==> config.mk <==
export PLATFORM = sky130hd
export DESIGN_NAME = lsu_mem_master_flat
export DESIGN_NICKNAME = d
export VERILOG_FILES = /design/src/rtl/lsu_mem_master_pkg.sv /design/src/rtl/lsu_mem_master_if.sv /design/src/rtl/lsu_mem_master_decode.sv /design/src/rtl/lsu_mem_master.sv /design/src/flat_wrapper.sv
export SDC_FILE = /design/constraint.sdc
export NUM_CORES = 1
export LEC_CHECK = 0
export ABC_AREA = 1
export BUFFER_PORTS_ARGS = -buffer_cell sky130_fd_sc_hd__buf_4
export CAP_MARGIN = 20
export CORE_ASPECT_RATIO = 1.75
export CORE_MARGIN = 5
export CORE_UTILIZATION = 45
export CTS_CLUSTER_SIZE = 30
export DETAILED_ROUTE_END_ITERATION = 7
export GPL_ROUTABILITY_DRIVEN = 0
export PLACE_DENSITY = 0.74
export SYNTH_ARGS = -nofsm -noshare
export SYNTH_HDL_FRONTEND = slang
export SYNTH_SLANG_ARGS = --single-unit
==> constraint.sdc <==
create_clock -name clk -period 4.55 [get_ports clk]
set_input_delay 0.6825 -clock clk [delete_from_list [all_inputs] [get_ports clk]]
set_output_delay 0.6825 -clock clk [all_outputs]
set_load 0.005 [all_outputs]
==> src/rtl/lsu_mem_master_pkg.sv <==
// Shared definitions for the load/store memory master: funct3 and cause codes,
// access sizes, FSM encoding and the decode result bundle.
package lsu_mem_master_pkg;

    typedef enum logic [1:0] {
        ST_IDLE   = 2'b00,
        ST_ACCESS = 2'b01,
        ST_RESP   = 2'b10
    } lsu_state_e;

    localparam logic [2:0] F3_B  = 3'b000;
    localparam logic [2:0] F3_H  = 3'b001;
    localparam logic [2:0] F3_W  = 3'b010;
    localparam logic [2:0] F3_BU = 3'b100;
    localparam logic [2:0] F3_HU = 3'b101;

    localparam logic [2:0] LT_NONE = 3'b000;

    localparam logic [1:0] SIZE_B = 2'b00;
    localparam logic [1:0] SIZE_H = 2'b01;
    localparam logic [1:0] SIZE_W = 2'b10;

    localparam logic [1:0] CAUSE_NONE     = 2'b00;
    localparam logic [1:0] CAUSE_MISALIGN = 2'b01;
    localparam logic [1:0] CAUSE_RANGE    = 2'b10;
    localparam logic [1:0] CAUSE_ILLEGAL  = 2'b11;

    typedef struct packed {
        logic [3:0] be;
        logic [2:0] load_type;
        logic       fault;
        logic [1:0] cause;
    } lsu_dec_t;

    // Offset of the last byte touched by an access of the given size.
    function automatic logic [1:0] last_byte_offset(input logic [1:0] size);
        case (size)
            SIZE_H:  return 2'd1;
            SIZE_W:  return 2'd3;
            default: return 2'd0;
        endcase
    endfunction

    function automatic logic [3:0] size_byte_enable(input logic [1:0] size);
        case (size)
            SIZE_B:  return 4'b0001;
            SIZE_H:  return 4'b0011;
            SIZE_W:  return 4'b1111;
            default: return 4'b0000;
        endcase
    endfunction

endpackage

==> src/rtl/lsu_mem_master_if.sv <==
// Request, response and data-memory signals of the load/store unit.
// master = the LSU itself; slave = execute/writeback plus the data memory.
interface lsu_mem_master_if #(
    parameter int ADDR_WIDTH = 32,
    parameter int DATA_WIDTH = 32
) ();

    logic                  req_valid;
    logic                  req_ready;
    logic                  req_is_store;
    logic [2:0]            req_funct3;
    logic [ADDR_WIDTH-1:0] req_addr;
    logic [DATA_WIDTH-1:0] req_wdata;
    logic [4:0]            req_rd;

    logic                  rsp_valid;
    logic                  rsp_ready;
    logic [DATA_WIDTH-1:0] rsp_rdata;
    logic [4:0]            rsp_rd;
    logic                  rsp_fault;
    logic [1:0]            rsp_cause;

    logic                  mem_wr_en;
    logic                  mem_rd_en;
    logic [3:0]            mem_write_byte_enable;
    logic [2:0]            mem_load_type;
    logic [ADDR_WIDTH-1:0] mem_addr;
    logic [DATA_WIDTH-1:0] mem_wr_data;
    logic [DATA_WIDTH-1:0] mem_rd_data;

    modport master (
        input  req_valid, req_is_store, req_funct3, req_addr, req_wdata, req_rd,
        output req_ready,
        output rsp_valid, rsp_rdata, rsp_rd, rsp_fault, rsp_cause,
        input  rsp_ready,
        output mem_wr_en, mem_rd_en, mem_write_byte_enable, mem_load_type,
        output mem_addr, mem_wr_data,
        input  mem_rd_data
    );

    modport slave (
        output req_valid, req_is_store, req_funct3, req_addr, req_wdata, req_rd,
        input  req_ready,
        input  rsp_valid, rsp_rdata, rsp_rd, rsp_fault, rsp_cause,
        output rsp_ready,
        input  mem_wr_en, mem_rd_en, mem_write_byte_enable, mem_load_type,
        input  mem_addr, mem_wr_data,
        output mem_rd_data
    );

endinterface

==> src/rtl/lsu_mem_master_decode.sv <==
// Combinational request decode: funct3 + address -> byte enables, load type,
// masked store data and the highest-priority fault cause.
module lsu_mem_master_decode
    import lsu_mem_master_pkg::*;
#(
    parameter int          ADDR_WIDTH  = 32,
    parameter int          DATA_WIDTH  = 32,
    parameter int unsigned MEM_SIZE    = 1048576,
    parameter bit          CHECK_ALIGN = 1'b1
) (
    input  logic                  is_store,
    input  logic [2:0]            funct3,
    input  logic [ADDR_WIDTH-1:0] addr,
    input  logic [DATA_WIDTH-1:0] wdata,
    output lsu_dec_t              dec,
    output logic [DATA_WIDTH-1:0] wdata_masked
);

    localparam int AW1 = ADDR_WIDTH + 1;
    localparam logic [ADDR_WIDTH:0] MEM_LIMIT = AW1'(MEM_SIZE);

    logic [1:0]          size;
    logic                legal;
    logic                misaligned;
    logic                out_of_range;
    logic [ADDR_WIDTH:0] last_addr;
    logic [3:0]          size_be;

    always_comb begin
        size = funct3[1:0];

        if (is_store) begin
            legal = funct3 inside {F3_B, F3_H, F3_W};
        end else begin
            legal = funct3 inside {F3_B, F3_H, F3_W, F3_BU, F3_HU};
        end

        misaligned = CHECK_ALIGN &&
                     ((size == SIZE_H && addr[0]) ||
                      (size == SIZE_W && addr[1:0] != 2'b00));

        // One extra bit keeps the end address from wrapping past the top of memory.
        last_addr    = {1'b0, addr} + AW1'(last_byte_offset(size));
        out_of_range = last_addr >= MEM_LIMIT;
        size_be      = size_byte_enable(size);

        dec = '0;
        if (!legal) begin
            dec.fault = 1'b1;
            dec.cause = CAUSE_ILLEGAL;
        end else if (misaligned) begin
            dec.fault = 1'b1;
            dec.cause = CAUSE_MISALIGN;
        end else if (out_of_range) begin
            dec.fault = 1'b1;
            dec.cause = CAUSE_RANGE;
        end else if (is_store) begin
            dec.be = size_be;
        end else begin
            dec.load_type = funct3;
        end

        wdata_masked = '0;
        for (int i = 0; i < 4; i++) begin
            if (dec.be[i]) begin
                wdata_masked[8*i +: 8] = wdata[8*i +: 8];
            end
        end
    end

endmodule

==> src/rtl/lsu_mem_master.sv <==
// CPU load/store unit, initiator side of the data-memory port: one request at a
// time through IDLE -> ACCESS -> RESP, with decode and fault checks at accept.
module lsu_mem_master
    import lsu_mem_master_pkg::*;
#(
    parameter int          ADDR_WIDTH  = 32,
    parameter int          DATA_WIDTH  = 32,
    parameter int unsigned MEM_SIZE    = 1048576,
    parameter bit          CHECK_ALIGN = 1'b1
) (
    input  logic             clk,
    input  logic             rst_n,
    lsu_mem_master_if.master bus
);

    lsu_state_e            state_q, state_d;
    logic                  is_store_q, is_store_d;
    logic [ADDR_WIDTH-1:0] addr_q, addr_d;
    logic [DATA_WIDTH-1:0] wdata_q, wdata_d;
    logic [3:0]            be_q, be_d;
    logic [2:0]            load_type_q, load_type_d;
    logic [4:0]            rd_q, rd_d;
    logic                  fault_q, fault_d;
    logic [1:0]            cause_q, cause_d;
    logic [DATA_WIDTH-1:0] rdata_q, rdata_d;

    lsu_dec_t              dec;
    logic [DATA_WIDTH-1:0] dec_wdata;
    logic                  accept;
    logic                  access_live;

    lsu_mem_master_decode #(
        .ADDR_WIDTH  (ADDR_WIDTH),
        .DATA_WIDTH  (DATA_WIDTH),
        .MEM_SIZE    (MEM_SIZE),
        .CHECK_ALIGN (CHECK_ALIGN)
    ) u_decode (
        .is_store     (bus.req_is_store),
        .funct3       (bus.req_funct3),
        .addr         (bus.req_addr),
        .wdata        (bus.req_wdata),
        .dec          (dec),
        .wdata_masked (dec_wdata)
    );

    always_ff @(posedge clk or negedge rst_n) begin
        if (!rst_n) begin
            state_q     <= ST_IDLE;
            is_store_q  <= 1'b0;
            addr_q      <= '0;
            wdata_q     <= '0;
            be_q        <= '0;
            load_type_q <= '0;
            rd_q        <= '0;
            fault_q     <= 1'b0;
            cause_q     <= CAUSE_NONE;
            rdata_q     <= '0;
        end else begin
            state_q     <= state_d;
            is_store_q  <= is_store_d;
            addr_q      <= addr_d;
            wdata_q     <= wdata_d;
            be_q        <= be_d;
            load_type_q <= load_type_d;
            rd_q        <= rd_d;
            fault_q     <= fault_d;
            cause_q     <= cause_d;
            rdata_q     <= rdata_d;
        end
    end

    assign accept = (state_q == ST_IDLE) && bus.req_valid;

    always_comb begin
        state_d = state_q;
        case (state_q)
            ST_IDLE:   if (bus.req_valid) state_d = ST_ACCESS;
            ST_ACCESS: state_d = ST_RESP;
            ST_RESP:   if (bus.rsp_ready) state_d = ST_IDLE;
            default:   state_d = ST_IDLE;
        endcase
    end

    // Request fields and decode are frozen at accept; only rdata moves afterwards.
    always_comb begin
        is_store_d  = is_store_q;
        addr_d      = addr_q;
        wdata_d     = wdata_q;
        be_d        = be_q;
        load_type_d = load_type_q;
        rd_d        = rd_q;
        fault_d     = fault_q;
        cause_d     = cause_q;
        rdata_d     = rdata_q;
        if (accept) begin
            is_store_d  = bus.req_is_store;
            addr_d      = bus.req_addr;
            wdata_d     = dec_wdata;
            be_d        = dec.be;
            load_type_d = dec.load_type;
            rd_d        = bus.req_rd;
            fault_d     = dec.fault;
            cause_d     = dec.cause;
            rdata_d     = '0;
        end else if (state_q == ST_ACCESS && !is_store_q && !fault_q) begin
            rdata_d = bus.mem_rd_data;
        end
    end

    assign access_live = (state_q == ST_ACCESS) && !fault_q;

    // Memory outputs stay at zero except during a non-faulting ACCESS cycle.
    always_comb begin
        bus.req_ready             = (state_q == ST_IDLE);
        bus.rsp_valid             = (state_q == ST_RESP);
        bus.rsp_rdata             = rdata_q;
        bus.rsp_rd                = rd_q;
        bus.rsp_fault             = fault_q;
        bus.rsp_cause             = cause_q;
        bus.mem_wr_en             = 1'b0;
        bus.mem_rd_en             = 1'b0;
        bus.mem_write_byte_enable = '0;
        bus.mem_load_type         = LT_NONE;
        bus.mem_addr              = '0;
        bus.mem_wr_data           = '0;
        if (access_live) begin
            bus.mem_wr_en             = is_store_q;
            bus.mem_rd_en             = !is_store_q;
            bus.mem_write_byte_enable = be_q;
            bus.mem_load_type         = load_type_q;
            bus.mem_addr              = addr_q;
            bus.mem_wr_data           = wdata_q;
        end
    end

endmodule

==> src/flat_wrapper.sv <==
// flat-port wrapper written by rule: the top's interface ports become plain ports
module lsu_mem_master_flat import lsu_mem_master_pkg::*;
#(
    parameter int          ADDR_WIDTH  = 32,
    parameter int          DATA_WIDTH  = 32,
    parameter int unsigned MEM_SIZE    = 1048576,
    parameter bit          CHECK_ALIGN = 1'b1
)
  (clk, rst_n, bus_req_valid, bus_req_is_store, bus_req_funct3, bus_req_addr, bus_req_wdata, bus_req_rd, bus_req_ready, bus_rsp_valid, bus_rsp_rdata, bus_rsp_rd, bus_rsp_fault, bus_rsp_cause, bus_rsp_ready, bus_mem_wr_en, bus_mem_rd_en, bus_mem_write_byte_enable, bus_mem_load_type, bus_mem_addr, bus_mem_wr_data, bus_mem_rd_data);
  lsu_mem_master_if #(.ADDR_WIDTH(ADDR_WIDTH), .DATA_WIDTH(DATA_WIDTH)) bus_i ();
  input  logic clk;
  input  logic rst_n;
  input wire logic [$bits(bus_i.req_valid)-1:0] bus_req_valid;
  input wire logic [$bits(bus_i.req_is_store)-1:0] bus_req_is_store;
  input wire logic [$bits(bus_i.req_funct3)-1:0] bus_req_funct3;
  input wire logic [$bits(bus_i.req_addr)-1:0] bus_req_addr;
  input wire logic [$bits(bus_i.req_wdata)-1:0] bus_req_wdata;
  input wire logic [$bits(bus_i.req_rd)-1:0] bus_req_rd;
  output wire logic [$bits(bus_i.req_ready)-1:0] bus_req_ready;
  output wire logic [$bits(bus_i.rsp_valid)-1:0] bus_rsp_valid;
  output wire logic [$bits(bus_i.rsp_rdata)-1:0] bus_rsp_rdata;
  output wire logic [$bits(bus_i.rsp_rd)-1:0] bus_rsp_rd;
  output wire logic [$bits(bus_i.rsp_fault)-1:0] bus_rsp_fault;
  output wire logic [$bits(bus_i.rsp_cause)-1:0] bus_rsp_cause;
  input wire logic [$bits(bus_i.rsp_ready)-1:0] bus_rsp_ready;
  output wire logic [$bits(bus_i.mem_wr_en)-1:0] bus_mem_wr_en;
  output wire logic [$bits(bus_i.mem_rd_en)-1:0] bus_mem_rd_en;
  output wire logic [$bits(bus_i.mem_write_byte_enable)-1:0] bus_mem_write_byte_enable;
  output wire logic [$bits(bus_i.mem_load_type)-1:0] bus_mem_load_type;
  output wire logic [$bits(bus_i.mem_addr)-1:0] bus_mem_addr;
  output wire logic [$bits(bus_i.mem_wr_data)-1:0] bus_mem_wr_data;
  input wire logic [$bits(bus_i.mem_rd_data)-1:0] bus_mem_rd_data;
  assign bus_i.req_valid = bus_req_valid;
  assign bus_i.req_is_store = bus_req_is_store;
  assign bus_i.req_funct3 = bus_req_funct3;
  assign bus_i.req_addr = bus_req_addr;
  assign bus_i.req_wdata = bus_req_wdata;
  assign bus_i.req_rd = bus_req_rd;
  assign bus_req_ready = bus_i.req_ready;
  assign bus_rsp_valid = bus_i.rsp_valid;
  assign bus_rsp_rdata = bus_i.rsp_rdata;
  assign bus_rsp_rd = bus_i.rsp_rd;
  assign bus_rsp_fault = bus_i.rsp_fault;
  assign bus_rsp_cause = bus_i.rsp_cause;
  assign bus_i.rsp_ready = bus_rsp_ready;
  assign bus_mem_wr_en = bus_i.mem_wr_en;
  assign bus_mem_rd_en = bus_i.mem_rd_en;
  assign bus_mem_write_byte_enable = bus_i.mem_write_byte_enable;
  assign bus_mem_load_type = bus_i.mem_load_type;
  assign bus_mem_addr = bus_i.mem_addr;
  assign bus_mem_wr_data = bus_i.mem_wr_data;
  assign bus_i.mem_rd_data = bus_mem_rd_data;
  lsu_mem_master #(.ADDR_WIDTH(ADDR_WIDTH), .DATA_WIDTH(DATA_WIDTH), .MEM_SIZE(MEM_SIZE), .CHECK_ALIGN(CHECK_ALIGN)) u_core (.clk(clk), .rst_n(rst_n), .bus(bus_i));
endmodule
==> results of run 1 <==
[cell type report]
class	count	area, sq um	area share (%)
clock buffers	19	432.9	5.184
clock inverters	13	161.4	1.933
inverters	107	401.6	4.809
multi-input cells	565	2587	30.98
flip-flops and latches	113	2828	33.86
well taps	171	214.0	2.562
repair buffers	230	1727	20.67
[power breakdown]
group | switching (uW) | internal, uW
combinational | 393 | 222
sequential | 68.6 | 1180
clock | 476 | 862
[registers in the layout, summed over array words and instances, names as in the netlist]
register / count
u_core.addr_q: 32
u_core.be_q: 3
u_core.bus.rsp_cause: 2
u_core.bus.rsp_fault: 1
u_core.bus.rsp_rd: 5
u_core.bus.rsp_rdata: 32
u_core.is_store_q: 1
u_core.load_type_q: 3
u_core.state_q: 2
u_core.wdata_q: 32
[routing by layer]
| metal | share of wire (%) | wire [microns] | track usage (%) | vias up |
|---|---|---|---|---|
| li1 | - | - | - | 2943 |
| met1 | 36 | 6508 | 24.65 | 2662 |
| met2 | 57 | 10420 | 44.15 | 166 |
| met3 | 4.1 | 743 | 4.243 | 27 |
| met4 | 2.5 | 450 | 8.946 | 0 |
| met5 | 0 | 0 | 0 | - |
[cells in the mapped netlist (2+ instances only)]
cell,number
nor2_1,117
dfrtp_1,113
o21ai_0,36
buf_2,4
nor2_4,7
clkbuf_1,26
buf_8,3
nand3_1,46
and2_1,3
nor2_2,16
inv_2,2
nand2_1,283
nand4_1,36
ha_1,7
nand3_4,2
inv_1,105
nand2_2,4
nand3_2,2
buf_1,3
[worst paths after layout]
| check | from | end | slack, ns | cells past startpoint |
|---|---|---|---|---|
| worst max-delay path | u_core.state_q[0] | bus_mem_addr[26] | 1.64 | 8 |
| worst min-delay path | rst_n | u_core.addr_q[17] | 0.26 | 1 |
| worst max register to register | u_core.state_q[0] | u_core.bus.rsp_rdata[3] | 2.10 | 10 |
| worst min register to register | u_core.wdata_q[20] | u_core.wdata_q[20] | 0.48 | 2 |
| max in group asynchronous | rst_n | u_core.bus.rsp_rdata[5] | 3.33 | 2 |
| min in group clk | bus_mem_rd_data[23] | u_core.bus.rsp_rdata[23] | 0.48 | 3 |
[kinds of logic after synthesis]
family,Yosys count
AO/OA/AOI/OAI,38
XOR/XNOR,1
adder cells (fa/ha/maj),8
buffers and inverters,144
flip-flops,113
AND/OR/NAND/NOR,518
[worst reg2reg max path, delay by kind of cell, from the launching register on]
kind                   cells  cell delay, ns
DFF                        1            0.37
buffers and inverters      5            1.61
and+or+nand+nor            5            0.41
[per-stage QoR]
stage                     hold slack (ns)  std cells
after floorplan                    0.3869        822
after detailed placement           0.4653       1186
final                              0.2551       1218
after global routing               0.3010       1218
after global placement             0.4620       1186
after CTS                          0.2712       1218
==> impl_metrics.tcl, run 1 <==
set metrics [dict create \
    outcome "completed" \
    final.period_utilization_pct 63.93 \
    fin_ws_ns 1.641 \
    clk_pin_slew_ns 0.05 \
    fin_area_sq_mm 0.008352 \
    fill_cells 1176 \
    place_ws_ns 1.284 \
    wirelength_mm 18.12 \
    tightestPinTransition_ns 1.037 \
    root_buffer "clkbuf_16" \
    required_ns 3.87 \
    holdBufCountCts 0 \
    cts_buffer_depth 2 \
    synth_area_per_cell_sq_um 7.282 \
    die_w_microns 97.19 \
    synth_compound_area_share_pct 3.219 \
    drive_gt1_share_pct 28.46 \
    muxShareOfSynthArea_pct 0 \
    worstSkewPairLatency_ns 0.40 \
    slew_headroom_pct 30.87 \
    synth_top_family_by_area "simple AND/OR/NAND/NOR gates" \
    syn-num-nets 939 \
    critPathTopFamily "buffers and inverters" \
    synth-simple-area-share_pct 37.86 \
    ys_types 26 \
    drt_pre_antenna_iters 5 \
    dr.first_iter.drc_count 212 \
    dieArea_sq_mm 0.01580 \
    totalNegativeSetupSlack_ns 0 \
    rsz0062_at_grt "no" \
    cp_common_cell "nor2_1" \
    ys_warn_count 0 \
    critical-path-slowest-cell "buf_4" \
    postCtsSetupRepairBufs 0 \
    initial_utilization_pct 46.02 \
    core_area_sq_mm 0.01301 \
    setup_viol 0 \
    synth_edf_count 0 \
    grt_first_pass_wirelength_mm 29.17 \
    htree_levels 4 \
    wl_per_cell_microns 14.88 \
    post_cts_resized 0 \
    placementRows 55 \
    antenna_cells 0 \
    slowest_delay_ns 0.49 \
    grt_max_degree 105 \
    final_core_util_pct 64.21 \
    die_y_microns 162.6 \
    period_needed_ns 2.909 \
    portBuffers 223 \
    skew_ns 0.01184 \
    ys_seq_area_share_pct 47.24 \
    ys_async_sr_fraction_pct 100.0 \
    syn_to_final_growth_pct 39.53 \
    max_freq_ghz 0.3438 \
    cap_violations 0 \
    postSynthCellCount 822 \
    p_leak_uw 0.004491 \
    synthTopCellsByArea "dfrtp_1 47%, nand2_1 18%, nor2_1 7.3%" \
    dp_hpwl_mm 13.49 \
    grt.overflow.total 0 \
    crit_path_max_fanout 39 \
    hold_viol_final 0 \
    antenna_found_initial 0 \
    drc 0 \
    grt_pass1_vias 5751 \
    vdd_drop_max_mv 0.2516 \
    cp.arrival_ns 2.23 \
    power_uw 3202 \
    cts_tree "yes" \
    vias 5798 \
    clkSinkCount 113 \
    synthFlopType "dfrtp_1" \
    startpoint_type "flop" \
    synth_seq_cells 113 \
    crit_buf_inv 5 \
    worstSetupEndpointType "output pin" \
    drtAntennaViolNets 0 \
    via_per_inst 4.760 \
    hold_class "in2async" \
    yosys.area_share.xor_xnor_pct 0.1463 \
    synth_area_sq_mm 0.005986 \
    post_dp_cell_area_sq_mm 0.007757 \
    synth_top_area_cell "dfrtp_1" \
    synthAdderAreaFrac_pct 1.798 \
    criticalPathCategory "reg2out" \
    layout.nets 1151 \
    slew_violations 0 \
    cts_inserted_buffers 17 \
    final_common_cell "nand2_1" \
    final_cell_mix "282 x nand2_1, 230 x buf_4, 115 x nor2_1" \
    grt_use_total_pct 23.03 \
    p_per_area_mw_per_mm2 383.3 \
    synth_top_area_share_pct 47.24 \
    io_pins 224 \
    crit_path_cell_trace "inv_1 -> nor2_1 -> inv_1 -> nor2_1 -> inv_2 -> buf_4 -> nor2_1 -> buf_4" \
]
No activity file was read; power rests on OpenSTA's default activity.
==> run 2, diff against run 1 <==
--- a/config.mk
+++ b/config.mk
@@ -5,16 +5,16 @@
 export SDC_FILE = /design/constraint.sdc
 export NUM_CORES = 1
 export LEC_CHECK = 0
-export ABC_AREA = 1
+export ABC_AREA = 0
 export BUFFER_PORTS_ARGS = -buffer_cell sky130_fd_sc_hd__buf_4
 export CAP_MARGIN = 20
 export CORE_ASPECT_RATIO = 1.75
 export CORE_MARGIN = 5
-export CORE_UTILIZATION = 45
+export CORE_UTILIZATION = 44
 export CTS_CLUSTER_SIZE = 30
 export DETAILED_ROUTE_END_ITERATION = 7
 export GPL_ROUTABILITY_DRIVEN = 0
-export PLACE_DENSITY = 0.74
+export PLACE_DENSITY = 0.77
 export SYNTH_ARGS = -nofsm -noshare
 export SYNTH_HDL_FRONTEND = slang
 export SYNTH_SLANG_ARGS = --single-unit
==> constraint.sdc (replaced) <==
create_clock -name clk -period 2.6 [get_ports clk]
set_input_delay 0.39 -clock clk [delete_from_list [all_inputs] [get_ports clk]]
set_output_delay 0.39 -clock clk [all_outputs]
set_load 0.005 [all_outputs]
==> impl_metrics.tcl, run 2 <==
set metrics [dict create \
    grt_first_pass_wirelength_mm 25.03 \
    synth_top_area_cell "dfrtp_1" \
    period_needed_ns 2.575 \
    ys_types 54 \
    critical-path-slowest-cell "or4b_4" \
    drt_pre_antenna_iters 4 \
    clkSinkCount 113 \
    portBuffers 223 \
    synth_area_sq_mm 0.005514 \
    wl_per_cell_microns 15.23 \
    final.period_utilization_pct 99.04 \
    p_per_area_mw_per_mm2 690.8 \
    final_cell_mix "246 x buf_4, 222 x nand2_1, 113 x dfrtp_1" \
    dr.first_iter.drc_count 146 \
    synthFlopType "dfrtp_1" \
    yosysMostFrequentCell "nand2_1" \
    slew_violations 0 \
    postSynthCellCount 640 \
    dieArea_sq_mm 0.01496 \
    synth_seq_cells 113 \
    totalNegativeSetupSlack_ns 0 \
    worstSetupEndpointType "flop" \
    post_dp_cell_area_sq_mm 0.007513 \
    required_ns 2.89 \
    slew_headroom_pct 52.77 \
    grt_max_degree 114 \
    cap_violations 0 \
    reg2regPathDepth 9 \
    die_y_microns 158.1 \
    synth_edf_count 0 \
    fin_ws_ns 0.02485 \
    cts_tree "yes" \
    fin_area_sq_mm 0.008235 \
    root_buffer "clkbuf_16" \
    rr_startpoint "u_core.state_q[0]" \
    holdWs_ns 0.02033 \
    reg2reg_slack_ns 0.37 \
    place_ws_ns -0.5479 \
    grt_use_total_pct 21.57 \
    drtAntennaViolNets 0 \
    hold_viol_final 0 \
    synth_area_per_cell_sq_um 8.616 \
    max_freq_ghz 0.3883 \
    synth_top_area_share_pct 51.28 \
    layout.nets 991 \
    core_area_sq_mm 0.01236 \
    r2r-end "u_core.wdata_q[10]" \
    die_w_microns 94.63 \
    vdd_drop_max_mv 0.4369 \
    tightestPinTransition_ns 0.7084 \
    grt_pass1_vias 5142 \
    io_pins 224 \
    initial_utilization_pct 44.60 \
    p_leak_uw 0.004294 \
    cts_buffer_depth 2 \
    via_per_inst 4.828 \
    htree_levels 4 \
    ys_seq_area_share_pct 51.28 \
    drive_gt1_share_pct 36.75 \
    syn-num-nets 757 \
    ys_async_sr_fraction_pct 100.0 \
    worstSkewPairLatency_ns 0.41 \
    setup_viol 0 \
    vias 5094 \
    crit_path_cell_trace "buf_6 -> inv_12 -> ha_4 -> ha_4 -> fa_2 -> nand2_2 -> nor3_2 -> and3_4 -> or4b_4 -> a211oi_4 -> buf_6 -> buf_6 -> a32oi_2 -> o22a_1" \
    crit_start "bus_req_funct3[1]" \
    syn_to_final_growth_pct 49.35 \
    skew_ns 0.01109 \
    placementRows 54 \
    grt.overflow.total 0 \
    rsz0062_at_grt "yes" \
    cp.arrival_ns 2.87 \
    antenna_cells 0 \
    antenna_found_initial 0 \
    clk_pin_slew_ns 0.05 \
    synthTopCellsByArea "dfrtp_1 51%, nand2_1 15%, and2_1 8.1%" \
    cts_inserted_buffers 17 \
    criticalPathCategory "in2reg" \
    outcome "completed" \
    synth_commonest_cells "224 x nand2_1, 113 x dfrtp_1, 71 x and2_1" \
    hold_class "in2async" \
    wirelength_mm 16.07 \
    drc 0 \
    crit_path_max_fanout 5 \
    slowest_delay_ns 0.52 \
    dp_hpwl_mm 11.89 \
    cp_common_cell "buf_6" \
    startpoint_type "input port" \
    final_common_cell "buf_4" \
    ys_warn_count 0 \
    endpoint "u_core.bus.rsp_cause[1]" \
]
## run 2: worst min-delay path by stage
| stage | start | to | slack (ns) |
|---|---|---|---|
| floorplan | rst_n | u_core.addr_q[0] | 0.09 |
| global placement | u_core.be_q[0] | u_core.be_q[0] | 0.45 |
| detailed placement | u_core.addr_q[6] | u_core.addr_q[6] | 0.45 |
| CTS | rst_n | u_core.addr_q[2] | 0.09 |
| global route | rst_n | u_core.addr_q[2] | 0.06 |
| finish | rst_n | u_core.bus.rsp_rd[0] | 0.02 |
## run 2: what timing repair did
action / in CTS / in global routing
setup buffers: 2 / 2
hold buffers: 0 / 0
pin swaps: 1 / 2
resized for setup: 7 / 14
setup endpoints to repair: 35 / 30
## run 2: area by class of cell
class / count / area (sq um)
fill: 1101 / 4129
inverter: 38 / 160.2
tap: 168 / 210.2
sequential: 113 / 2828
clock buffer: 20 / 446.7
multi-input combinational: 452 / 2476
timing repair buffer: 252 / 1932
clock inverter: 12 / 182.7
## run 2: critical path: cells and delay by family
kind / cells / cell delay [ns]
buffers and inverters: 4 / 0.41
AO/OA/AOI/OAI: 3 / 0.49
adder cells (fa/ha/maj): 3 / 0.75
AND/OR/NAND/NOR: 4 / 0.83
## run 2: per-stage QoR
stage / total power [uW] / instances / util, %
6_report: 5689 / 1055 / 66.61
5_1_grt: 5995 / 1055 / 66.61
4_1_cts: 5737 / 1053 / 66.10
3_5_place_dp: 3268 / 1019 / 60.77
3_3_place_gp: 3234 / 1019 / 60.77
2_1_floorplan: 2776 / 640 / -
## run 2: kinds of logic (layout without fill, tap and decap cells)
kind of cell    count (synthesis)  after routing  share of synthesized area [%]
fa+ha+maj                       8              8                          1.951
flops                         113            113                          51.28
xor+xnor                        2              2                         0.3177
simple gates                  346            346                          29.91
mux                             2              2                         0.3857
buf+inv                        75            322                          5.695
compound gates                 94             94                          10.46
## run 2: power breakdown
group          leakage, uW  internal (uW)  switching [uW]
clock             0.000297           1630             823
combinational      0.00250            408             604
sequential         0.00150           2070             151
total              0.00429           4110            1580
## run 2: metal layers
| metal | GRT usage, % | vias up | routed length, microns |
|---|---|---|---|
| met5 | 0 | - | 0 |
| met4 | 10.05 | 0 | 514 |
| met3 | 5.611 | 36 | 939 |
| met2 | 39.60 | 159 | 9120 |
| met1 | 22.46 | 2391 | 5494 |
| li1 | - | 2508 | - |
